`config.mk`:
```
export PLATFORM = sky130hd
export DESIGN_NAME = dmem_arbiter_flat
export DESIGN_NICKNAME = d
export VERILOG_FILES = /design/src/rtl/dmem_arbiter_pkg.sv /design/src/rtl/dmem_arbiter_if.sv /design/src/rtl/dmem_arbiter_rr_weighted_pick.sv /design/src/rtl/dmem_arbiter.sv /design/src/flat_wrapper.sv
export SDC_FILE = /design/constraint.sdc
export NUM_CORES = 1
export LEC_CHECK = 0
export BUFFER_PORTS_ARGS = -buffer_cell sky130_fd_sc_hd__buf_4
export CORE_AREA = 4 4 120 122
export DETAILED_ROUTE_END_ITERATION = 7
export DIE_AREA = 0 0 124 126
export GPL_ROUTABILITY_DRIVEN = 0
export PLACE_DENSITY = 0.66
export SYNTH_ARGS = -nofsm -noshare
export SYNTH_HDL_FRONTEND = slang
export SYNTH_SLANG_ARGS = --single-unit
```
`constraint.sdc`:
```
create_clock -name clk -period 2.2 [get_ports clk]
set_input_delay 0.44 -clock clk [delete_from_list [all_inputs] [get_ports clk]]
set_output_delay 0.44 -clock clk [all_outputs]
set_load 0.01 [all_outputs]
```
`src/rtl/dmem_arbiter_pkg.sv`:
```
// Shared types and constants for the data-memory arbiter.
package dmem_arbiter_pkg;

  typedef enum logic {
    ST_IDLE   = 1'b0,
    ST_RDWAIT = 1'b1
  } state_t;

  localparam logic PORT_CORE = 1'b0;
  localparam logic PORT_DBG  = 1'b1;

  function automatic int unsigned cnt_w(input int unsigned n);
    return (n < 1) ? 1 : $clog2(n + 1);
  endfunction

endpackage

```
`src/rtl/dmem_arbiter_if.sv`:
```
// Requester (core, debug) and memory-side signals of the data-memory arbiter.
interface dmem_arbiter_if #(
  parameter int ADDR_W = 32,
  parameter int DATA_W = 32
);
  localparam int BE_W = DATA_W / 8;

  logic              c_req;
  logic              c_we;
  logic [ADDR_W-1:0] c_addr;
  logic [BE_W-1:0]   c_be;
  logic [DATA_W-1:0] c_wdata;
  logic              c_gnt;
  logic              c_rvalid;
  logic [DATA_W-1:0] c_rdata;
  logic              c_err;
  logic              c_stall;

  logic              d_req;
  logic              d_we;
  logic [ADDR_W-1:0] d_addr;
  logic [BE_W-1:0]   d_be;
  logic [DATA_W-1:0] d_wdata;
  logic              d_gnt;
  logic              d_rvalid;
  logic [DATA_W-1:0] d_rdata;
  logic              d_err;

  logic              m_en;
  logic              m_we;
  logic [ADDR_W-1:0] m_addr;
  logic [BE_W-1:0]   m_be;
  logic [DATA_W-1:0] m_wdata;
  logic [DATA_W-1:0] m_rdata;

  modport slave (
    input  c_req, c_we, c_addr, c_be, c_wdata,
    input  d_req, d_we, d_addr, d_be, d_wdata,
    input  m_rdata,
    output c_gnt, c_rvalid, c_rdata, c_err, c_stall,
    output d_gnt, d_rvalid, d_rdata, d_err,
    output m_en, m_we, m_addr, m_be, m_wdata
  );

  modport master (
    output c_req, c_we, c_addr, c_be, c_wdata,
    output d_req, d_we, d_addr, d_be, d_wdata,
    output m_rdata,
    input  c_gnt, c_rvalid, c_rdata, c_err, c_stall,
    input  d_gnt, d_rvalid, d_rdata, d_err,
    input  m_en, m_we, m_addr, m_be, m_wdata
  );

endinterface

```
`src/rtl/dmem_arbiter_rr_weighted_pick.sv`:
```
// Two-way weighted round-robin chooser: core may take up to CORE_BURST
// consecutive grants while debug waits, then debug gets one.
module rr_weighted_pick
  import dmem_arbiter_pkg::*;
#(
  parameter int CORE_BURST = 4
) (
  input  logic clk,
  input  logic rst,
  input  logic en,
  input  logic req_core,
  input  logic req_dbg,
  output logic gnt_core,
  output logic gnt_dbg
);

  localparam int CW = cnt_w(CORE_BURST);

  logic          last_owner;
  logic [CW-1:0] burst_cnt;
  logic          core_wins;

  assign core_wins = req_core &
                     (~req_dbg | (last_owner == PORT_DBG) | (burst_cnt < CW'(CORE_BURST)));
  assign gnt_core  = en & core_wins;
  assign gnt_dbg   = en & req_dbg & ~core_wins;

  always_ff @(posedge clk) begin
    if (rst) begin
      last_owner <= PORT_DBG;
      burst_cnt  <= '0;
    end else if (gnt_dbg) begin
      last_owner <= PORT_DBG;
      burst_cnt  <= '0;
    end else if (gnt_core) begin
      last_owner <= PORT_CORE;
      if (!req_dbg)
        burst_cnt <= '0;
      else if (burst_cnt != CW'(CORE_BURST))
        burst_cnt <= burst_cnt + 1'b1;
    end else if (!req_dbg) begin
      burst_cnt <= '0;
    end
  end

endmodule

```
`src/rtl/dmem_arbiter.sv`:
```
// Shares one single-port DMEM between the core (port 0) and debug/loader (port 1).
// Grant is combinational in IDLE; reads return data in the following RDWAIT cycle.
module dmem_arbiter
  import dmem_arbiter_pkg::*;
#(
  parameter int ADDR_W     = 32,
  parameter int DATA_W     = 32,
  parameter int MEM_BYTES  = 4096,
  parameter int CORE_BURST = 4
) (
  input logic          clk,
  input logic          rst,
  dmem_arbiter_if.slave bus
);

  localparam int BE_W = DATA_W / 8;

  state_t            state;
  logic              owner;
  logic              rd_err;
  logic [DATA_W-1:0] c_rdata_q;
  logic [DATA_W-1:0] d_rdata_q;

  logic              idle;
  logic              core_rd_busy;
  logic              c_req_eff;
  logic              gnt_c;
  logic              gnt_d;
  logic              gnt_any;
  logic              sel_we;
  logic [ADDR_W-1:0] sel_addr;
  logic [BE_W-1:0]   sel_be;
  logic [DATA_W-1:0] sel_wdata;
  logic              range_err;
  logic              rd_valid;
  logic [DATA_W-1:0] rd_word;

  assign idle         = (state == ST_IDLE) & ~rst;
  // The core keeps c_req up while its read is outstanding; that is not a new request.
  assign core_rd_busy = (state == ST_RDWAIT) & (owner == PORT_CORE);
  assign c_req_eff    = bus.c_req & ~core_rd_busy;

  rr_weighted_pick #(.CORE_BURST(CORE_BURST)) u_pick (
    .clk      (clk),
    .rst      (rst),
    .en       (idle),
    .req_core (c_req_eff),
    .req_dbg  (bus.d_req),
    .gnt_core (gnt_c),
    .gnt_dbg  (gnt_d)
  );

  assign gnt_any   = gnt_c | gnt_d;
  assign sel_we    = gnt_d ? bus.d_we    : bus.c_we;
  assign sel_addr  = gnt_d ? bus.d_addr  : bus.c_addr;
  assign sel_be    = gnt_d ? bus.d_be    : bus.c_be;
  assign sel_wdata = gnt_d ? bus.d_wdata : bus.c_wdata;
  assign range_err = sel_addr >= ADDR_W'(MEM_BYTES);

  assign bus.m_en    = gnt_any & ~range_err;
  assign bus.m_we    = gnt_any & ~range_err & sel_we;
  assign bus.m_addr  = gnt_any ? sel_addr  : '0;
  assign bus.m_be    = gnt_any ? sel_be    : '0;
  assign bus.m_wdata = gnt_any ? sel_wdata : '0;

  assign rd_valid = (state == ST_RDWAIT) & ~rst;
  assign rd_word  = rd_err ? '0 : bus.m_rdata;

  assign bus.c_gnt    = gnt_c;
  assign bus.d_gnt    = gnt_d;
  assign bus.c_rvalid = rd_valid & (owner == PORT_CORE);
  assign bus.d_rvalid = rd_valid & (owner == PORT_DBG);
  assign bus.c_rdata  = bus.c_rvalid ? rd_word : c_rdata_q;
  assign bus.d_rdata  = bus.d_rvalid ? rd_word : d_rdata_q;
  assign bus.c_err    = (gnt_c & sel_we & range_err) | (bus.c_rvalid & rd_err);
  assign bus.d_err    = (gnt_d & sel_we & range_err) | (bus.d_rvalid & rd_err);

  assign bus.c_stall = ~rst & ((c_req_eff & ~gnt_c) |
                               (c_req_eff & ~bus.c_we & gnt_c) |
                               (core_rd_busy & ~bus.c_rvalid));

  always_ff @(posedge clk) begin
    if (rst) begin
      state     <= ST_IDLE;
      owner     <= PORT_CORE;
      rd_err    <= 1'b0;
      c_rdata_q <= '0;
      d_rdata_q <= '0;
    end else if (state == ST_IDLE) begin
      if (gnt_any && !sel_we) begin
        state  <= ST_RDWAIT;
        owner  <= gnt_d ? PORT_DBG : PORT_CORE;
        rd_err <= range_err;
      end
    end else begin
      state <= ST_IDLE;
      if (owner == PORT_CORE)
        c_rdata_q <= rd_word;
      else
        d_rdata_q <= rd_word;
    end
  end

endmodule

```
`src/flat_wrapper.sv`:
```
// flat-port wrapper written by rule: the top's interface ports become plain ports
module dmem_arbiter_flat import dmem_arbiter_pkg::*;
#(
  parameter int ADDR_W     = 32,
  parameter int DATA_W     = 32,
  parameter int MEM_BYTES  = 4096,
  parameter int CORE_BURST = 4
)
  (clk, rst, bus_c_req, bus_c_we, bus_c_addr, bus_c_be, bus_c_wdata, bus_d_req, bus_d_we, bus_d_addr, bus_d_be, bus_d_wdata, bus_m_rdata, bus_c_gnt, bus_c_rvalid, bus_c_rdata, bus_c_err, bus_c_stall, bus_d_gnt, bus_d_rvalid, bus_d_rdata, bus_d_err, bus_m_en, bus_m_we, bus_m_addr, bus_m_be, bus_m_wdata);
  dmem_arbiter_if #(.ADDR_W(ADDR_W), .DATA_W(DATA_W)) bus_i ();
  input logic clk;
  input logic rst;
  input wire logic [$bits(bus_i.c_req)-1:0] bus_c_req;
  input wire logic [$bits(bus_i.c_we)-1:0] bus_c_we;
  input wire logic [$bits(bus_i.c_addr)-1:0] bus_c_addr;
  input wire logic [$bits(bus_i.c_be)-1:0] bus_c_be;
  input wire logic [$bits(bus_i.c_wdata)-1:0] bus_c_wdata;
  input wire logic [$bits(bus_i.d_req)-1:0] bus_d_req;
  input wire logic [$bits(bus_i.d_we)-1:0] bus_d_we;
  input wire logic [$bits(bus_i.d_addr)-1:0] bus_d_addr;
  input wire logic [$bits(bus_i.d_be)-1:0] bus_d_be;
  input wire logic [$bits(bus_i.d_wdata)-1:0] bus_d_wdata;
  input wire logic [$bits(bus_i.m_rdata)-1:0] bus_m_rdata;
  output wire logic [$bits(bus_i.c_gnt)-1:0] bus_c_gnt;
  output wire logic [$bits(bus_i.c_rvalid)-1:0] bus_c_rvalid;
  output wire logic [$bits(bus_i.c_rdata)-1:0] bus_c_rdata;
  output wire logic [$bits(bus_i.c_err)-1:0] bus_c_err;
  output wire logic [$bits(bus_i.c_stall)-1:0] bus_c_stall;
  output wire logic [$bits(bus_i.d_gnt)-1:0] bus_d_gnt;
  output wire logic [$bits(bus_i.d_rvalid)-1:0] bus_d_rvalid;
  output wire logic [$bits(bus_i.d_rdata)-1:0] bus_d_rdata;
  output wire logic [$bits(bus_i.d_err)-1:0] bus_d_err;
  output wire logic [$bits(bus_i.m_en)-1:0] bus_m_en;
  output wire logic [$bits(bus_i.m_we)-1:0] bus_m_we;
  output wire logic [$bits(bus_i.m_addr)-1:0] bus_m_addr;
  output wire logic [$bits(bus_i.m_be)-1:0] bus_m_be;
  output wire logic [$bits(bus_i.m_wdata)-1:0] bus_m_wdata;
  assign bus_i.c_req = bus_c_req;
  assign bus_i.c_we = bus_c_we;
  assign bus_i.c_addr = bus_c_addr;
  assign bus_i.c_be = bus_c_be;
  assign bus_i.c_wdata = bus_c_wdata;
  assign bus_i.d_req = bus_d_req;
  assign bus_i.d_we = bus_d_we;
  assign bus_i.d_addr = bus_d_addr;
  assign bus_i.d_be = bus_d_be;
  assign bus_i.d_wdata = bus_d_wdata;
  assign bus_i.m_rdata = bus_m_rdata;
  assign bus_c_gnt = bus_i.c_gnt;
  assign bus_c_rvalid = bus_i.c_rvalid;
  assign bus_c_rdata = bus_i.c_rdata;
  assign bus_c_err = bus_i.c_err;
  assign bus_c_stall = bus_i.c_stall;
  assign bus_d_gnt = bus_i.d_gnt;
  assign bus_d_rvalid = bus_i.d_rvalid;
  assign bus_d_rdata = bus_i.d_rdata;
  assign bus_d_err = bus_i.d_err;
  assign bus_m_en = bus_i.m_en;
  assign bus_m_we = bus_i.m_we;
  assign bus_m_addr = bus_i.m_addr;
  assign bus_m_be = bus_i.m_be;
  assign bus_m_wdata = bus_i.m_wdata;
  dmem_arbiter #(.ADDR_W(ADDR_W), .DATA_W(DATA_W), .MEM_BYTES(MEM_BYTES), .CORE_BURST(CORE_BURST)) u_core (.clk(clk), .rst(rst), .bus(bus_i));
endmodule
```
==> results.toml, run 1 <==
[status]
outcome = "finished, violations left"
violations = "negative setup slack"

[grt]
grt_max_degree = 66
globalRouteTotalUtil_pct = 24.1
grt_util_met2_pct = 40.6
grt_pass1_vias = 5443
busiest_layer = "met2"
antenna_found_initial = 0
grt_overflow = 0
grt_first_pass_wirelength_um = 29400
use_met1_pct = 29.6
met3_usage_pct = 5.47

[final_layout]
area.growth.synth_to_final_pct = 107
drive_gt1_share_pct = 57.4
final_common_cell = "buf_4"
final_cell_mix = "328 x buf_4, 139 x nand2_1, 68 x dfxtp_1"
fin_util_pct = 67.2
antenna_cells = 0
nNetsFinal = 1169
final_cell_area_sq_mm = 0.00886

[placement]
hpwl_um = 14800
postPlaceCellArea_sq_mm = 0.00705
portBuffers = 314
pre_cts_ws_ns = -0.517

[pwr]
powerDensity_mw_per_mm2 = 488
vdd_ir_drop_max_v = 0.000371
p_int_mw = 3.08
power_frac_clock_pct = 39.2
combinationalPowerShare_pct = 29.7
switching_power_mw = 1.25
swShare_pct = 28.8
p_leak_nw = 4.80
p_seq_share_pct = 31.1

[clock_tree]
root_buffer = "clkbuf_16"
cts_tree = "built"
clock_path_buffers = 2
clk_pin_slew_ns = 0.06
cts_buffers = 9
cts.sinks = 71
htree_levels = 3
clk_latency_ns = 0.33

[die]
dieArea_sq_mm = 0.0156
start_util_pct = 32.4
rows = 42
die_x_um = 124
core_sq_mm = 0.0132
die_h_um = 126
io_pins = 315

[route]
viasPerCell = 5.04
wl_per_cell_um = 18.5
ant_nets = 0
drc = 0
first_iter_violations = 355
via_count = 5920
finalWirelength_um = 21700
drt_first_pass_iters = 5

[timing]
clock_skew_ns = 0.00620
tightest_slew_ns = 0.479
hold_violations = 0
relSlewSlack_pct = 68.1
whs_ns = 0.418
maxSlewViolCount = 0
setup_viol_count_final = 79
layout_worst_path_cycle_share_pct = 115
fin_crit_ns = 2.53
setup_slack_ns = -0.326
setup_tns_ns = -18.15
fmax_ghz = 0.396
rsz0062_at_grt = "yes"

[worst_setup_path]
critical_path_class = "reg -> out"
r2r_cells = 5
timing.rr.start = "u_core.u_pick.last_owner"
critPathArrivalTime_ns = 2.09
crit_path_end_kind = "output port"
startpoint = "u_core.u_pick.last_owner"
worst_ep_required_time_ns = 1.76
worstPathMaxFanout = 6
startpoint_type = "register"

[run]
max_cap_viol_count = 0

[logic_synthesis]
syn_avg_cell_area_sq_um = 6.59
syn_inst = 649
yosysWarnings = 0
seq_area_frac_synth_pct = 33.3
yosys_register_bits = 71
syn_nets = 825
syn_area_sq_mm = 0.00427
synth_cell_types = 33

[worst_hold_path]
hold_path_startpoint = "bus_m_rdata[20]"
hp-class = "in -> reg"
min_path_cells = 3
-- state kept, by name (all words and copies together), names as in the netlist --
signal	flops
u_core.c_rdata_q	32
u_core.d_rdata_q	32
u_core.u_pick.burst_cnt	3
u_core.owner	1
u_core.rd_err	1
u_core.state	1
u_core.u_pick.last_owner	1
-- routing by layer --
metal	up-vias	part of all wire, %
li1	2885	-
met4	0	2.6
met3	37	8.9
met2	264	50
met1	2734	39
met5	-	0
-- final timing paths --
| kind | slack (ns) | to |
|---|---|---|
| worst max-delay path | -0.33 | bus_m_wdata[29] |
| worst min-delay path | 0.42 | u_core.c_rdata_q[20] |
| worst max register to register | 0.55 | u_core.rd_err |
| worst min register to register | 0.45 | u_core.d_rdata_q[10] |
-- logic make-up after synthesis --
| group | Yosys count | synth area share [%] |
|---|---|---|
| AND/OR/NAND/NOR | 301 | 30.1 |
| AO/OA/AOI/OAI | 215 | 29.8 |
| flip-flops | 71 | 33.3 |
| buffers and inverters | 60 | 6.24 |
| adder cells (fa/ha/maj) | 2 | 0.585 |
-- cells in the mapped netlist --
library cell,n,share of area (%)
a32o_1,1,0.23
inv_2,1,0.088
o2111ai_1,2,0.41
and2_1,1,0.15
nand4_1,2,0.29
nor3_1,3,0.35
buf_6,2,0.53
buf_1,2,0.18
o21ba_2,1,0.23
o21ai_0,67,7.8
nor2_1,34,3.0
and3_1,2,0.29
a21o_1,64,11
nand3_1,5,0.59
o21a_1,2,0.35
and4_1,1,0.20
clkbuf_1,39,3.4
dfxtp_1,71,33
nor4_1,10,1.5
a21oi_1,74,8.7
and4b_1,1,0.23
inv_1,9,0.79
or3_1,2,0.29
buf_4,7,1.2
nand2b_1,32,4.7
a2bb2oi_1,1,0.20
or4b_2,1,0.23
o31ai_1,1,0.18
ha_1,2,0.59
nand2_1,206,18
nand3b_2,1,0.26
a2111o_1,1,0.26
o211ai_1,1,0.18
-- power groups by stage --
| stage | registers [mW] | logic (mW) | clock network [mW] |
|---|---|---|---|
| after floorplan | 1.36 | 0.383 | 0 |
| after global placement | 1.36 | 0.988 | 0 |
| after detailed placement | 1.37 | 0.987 | 0 |
| after CTS | 1.34 | 1.10 | 1.71 |
| after global routing | 1.35 | 1.36 | 1.76 |
| final | 1.34 | 1.28 | 1.70 |
-- through the flow --
step / instances / power [mW]
floorplan: 649 / 1.75
global placement: 1134 / 2.35
detailed placement: 1134 / 2.35
CTS: 1158 / 4.15
global route: 1174 / 4.47
finish: 1174 / 4.32
-- final cells by class --
cell class	count	area, sq um
tap	176	220
sequential	71	1430
inverter	10	57.6
clock buffer	9	225
multi-input combinational	519	3440
fill	1093	4330
timing repair buffer	382	3380
clock inverter	7	120
-- repair_timing --
action / CTS / global route
hold buffers: 0 / 0
gates cloned: 6 / 12
pin swaps: 40 / 68
setup buffers: 3 / 4
gates resized for setup: 114 / 186
setup endpoints to repair: 105 / 104
-- critical path, stage by stage (launching register included) --
cell and delay, ns:
dfxtp_2 0.33, nand3b_4 0.15, a2111o_2 0.47, clkinv_4 0.13
buf_8 0.15, buf_8 0.13, nand2_2 0.09, a21oi_2 0.15
buf_4 0.15
No activity file was read; power rests on OpenSTA's default activity.
==> run 2: changes to the inputs <==
Settings changed: CORE_AREA 4 4 120 122 to 4 4 119 121, DIE_AREA 0 0 124 126 to 0 0 123 125, PLACE_DENSITY 0.66 to 0.67.
==> run 2 against run 1 <==
  * The run still ends with negative setup slack left
  * First-iteration DRC count decreased by 8.7%
  * Global-route usage about the same
  * Register-to-register slack got worse by 0.12 ns
  * Clock skew decreased by 0.0029 ns
  * Sequential power about the same
  * Largest cell class is now non-clock buffers
==> results.toml, run 2 (synthesis gave the netlist of run 1 again) <==
[final_layout]
drive_gt1_share_pct = 55.8
area.growth.synth_to_final_pct = 106
reg.largest.list = "u_core.c_rdata_q: 32 flops, u_core.d_rdata_q: 32 flops, u_core.u_pick.burst_cnt: 3 flops"
nNetsFinal = 1172
final_cell_area_sq_mm = 0.00879
final_common_cell = "buf_4"
antenna_cells = 0
final_cell_mix = "331 x buf_4, 139 x nand2_1, 68 x dfxtp_1"
instances_no_fill = 1176

[worst_setup_path]
slowest_stage = "a2111o_2"
rrSetupSlack_ns = 0.43
timing.rr.start = "u_core.u_pick.last_owner"
cpPeakStageDelay_ns = 0.52
critical_path_class = "reg -> out"
crit_cells = 8
worstPathMaxFanout = 8
crit_path_end_kind = "output port"
cpLargestDelayFamily = "compound AO/OA/AOI/OAI gates"
critPathMostFrequentCell = "buf_12"
worst_ep_required_time_ns = 1.76
path_cells = "nand3b_4 -> a2111o_2 -> clkinv_4 -> buf_12 -> buf_12 -> nand2_4 -> a21oi_2 -> buf_4"
critPathBufInv = 4
r2r_end = "u_core.rd_err"
startpoint_type = "register"
r2r_cells = 6
startpoint = "u_core.u_pick.last_owner"
critPathArrivalTime_ns = 2.08

[route]
viasPerCell = 5.01
drc = 0
via_count = 5895
ant_nets = 0
wl_met3_um = 1790
finalWirelength_um = 21300
wl_met2_um = 10500
first_iter_violations = 324
wl_met1_um = 8400
drt_first_pass_iters = 5
highest_layer = "met4"
wl_per_cell_um = 18.1

[pwr]
p_leak_nw = 4.65
power_frac_clock_pct = 37.4
powerDensity_mw_per_mm2 = 476
swShare_pct = 28.5
p_seq_share_pct = 32.0
combinationalPowerShare_pct = 30.6
vdd_ir_drop_max_v = 0.000345
total_power_mw = 4.18
switching_power_mw = 1.19
p_int_mw = 2.99

[clock_tree]
cts_buffers = 9
ctsHoldBuffers = 0
htree_levels = 3
cts.sinks = 71
clock_path_buffers = 2
root_buffer = "clkbuf_16"
cts_tree = "built"
clk_latency_ns = 0.33
clk_pin_slew_ns = 0.06

[grt]
grt_pass1_vias = 5380
grt_overflow = 0
antenna_found_initial = 0
grt_first_pass_wirelength_um = 29200
grt_max_degree = 49
globalRouteTotalUtil_pct = 24.1

[timing]
layout_worst_path_cycle_share_pct = 115
setup_slack_ns = -0.324
tightest_slew_ns = 0.398
relSlewSlack_pct = 73.5
rsz0062_at_grt = "yes"
maxSlewViolCount = 0
whs_ns = 0.413
fmax_ghz = 0.396
setup_viol_count_final = 74
hold_violations = 0
fin_crit_ns = 2.52
clock_skew_ns = 0.00328

[worst_hold_path]
hp-class = "in -> reg"
hold_path_startpoint = "bus_m_rdata[24]"
min_to = "u_core.c_rdata_q[24]"
min_path_cells = 3

[run]
max_cap_viol_count = 0

[status]
outcome = "finished, violations left"
violations = "negative setup slack"

[die]
rows = 42
io_pins = 315
core_sq_mm = 0.0131
die_h_um = 125
start_util_pct = 32.7
die_x_um = 123
dieArea_sq_mm = 0.0154

[placement]
dp_cells = 1139
hpwl_um = 14700
postPlaceCellArea_sq_mm = 0.00715
portBuffers = 314
run 2: power by group through the flow:
stage                     Combinational [mW]  Clock, mW  Sequential (mW)
after CTS                               1.16       1.60             1.34
after global placement                  1.00          0             1.36
after detailed placement                1.00          0             1.37
after global routing                    1.36       1.65             1.34
after floorplan                        0.383          0             1.36
final                                   1.28       1.56             1.34
run 2: worst max-delay path by stage:
stage,endpoint,slack [ns]
2_1_floorplan,bus_m_we,0.03
4_1_cts,bus_m_wdata[23],-0.29
5_1_grt,bus_m_wdata[12],-0.37
6_report,bus_m_wdata[9],-0.32
3_5_place_dp,bus_m_we,-0.37
3_3_place_gp,bus_m_we,-0.34
run 2: cell type report:
| type | instances | area, sq um |
|---|---|---|
| clock buffers | 10 | 239 |
| clock inverters | 5 | 82.6 |
| fillers | 1069 | 4290 |
| inverters | 10 | 45.0 |
| multi-input cells | 519 | 3380 |
| flip-flops and latches | 71 | 1430 |
| well taps | 176 | 220 |
| repair buffers | 385 | 3400 |
run 2: repair_timing:
| action | in CTS | in global routing |
|---|---|---|
| resized for setup | 145 | 130 |
| pin swaps | 39 | 58 |
| buffers inserted | 7 | 5 |
| setup endpoints to repair | 105 | 85 |
| cloned | 7 | 10 |
run 2: through the flow:
step / setup TNS (ns) / utilization (%) / setup WS [ns]
finish: -19.47 / 67.2 / -0.324
floorplan: 0 / - / 0.0338
CTS: -17.38 / 63.0 / -0.287
global route: -22.98 / 67.2 / -0.368
detailed placement: -9.43 / 54.6 / -0.367
global placement: -8.50 / 54.6 / -0.338
run 2: tightest hold or removal path, delay by kind of cell:
family                 cells  cell delay (ns)
and+or+nand+nor            1             0.07
buffers and inverters      1             0.08
AOI/OAI and AO/OA          1             0.13
run 2: layer usage:
layer / up-vias / global-route usage (%)
met5: - / 0
met4: 0 / 7.88
met3: 32 / 6.87
met2: 236 / 39.7
met1: 2741 / 30.1
li1: 2886 / -
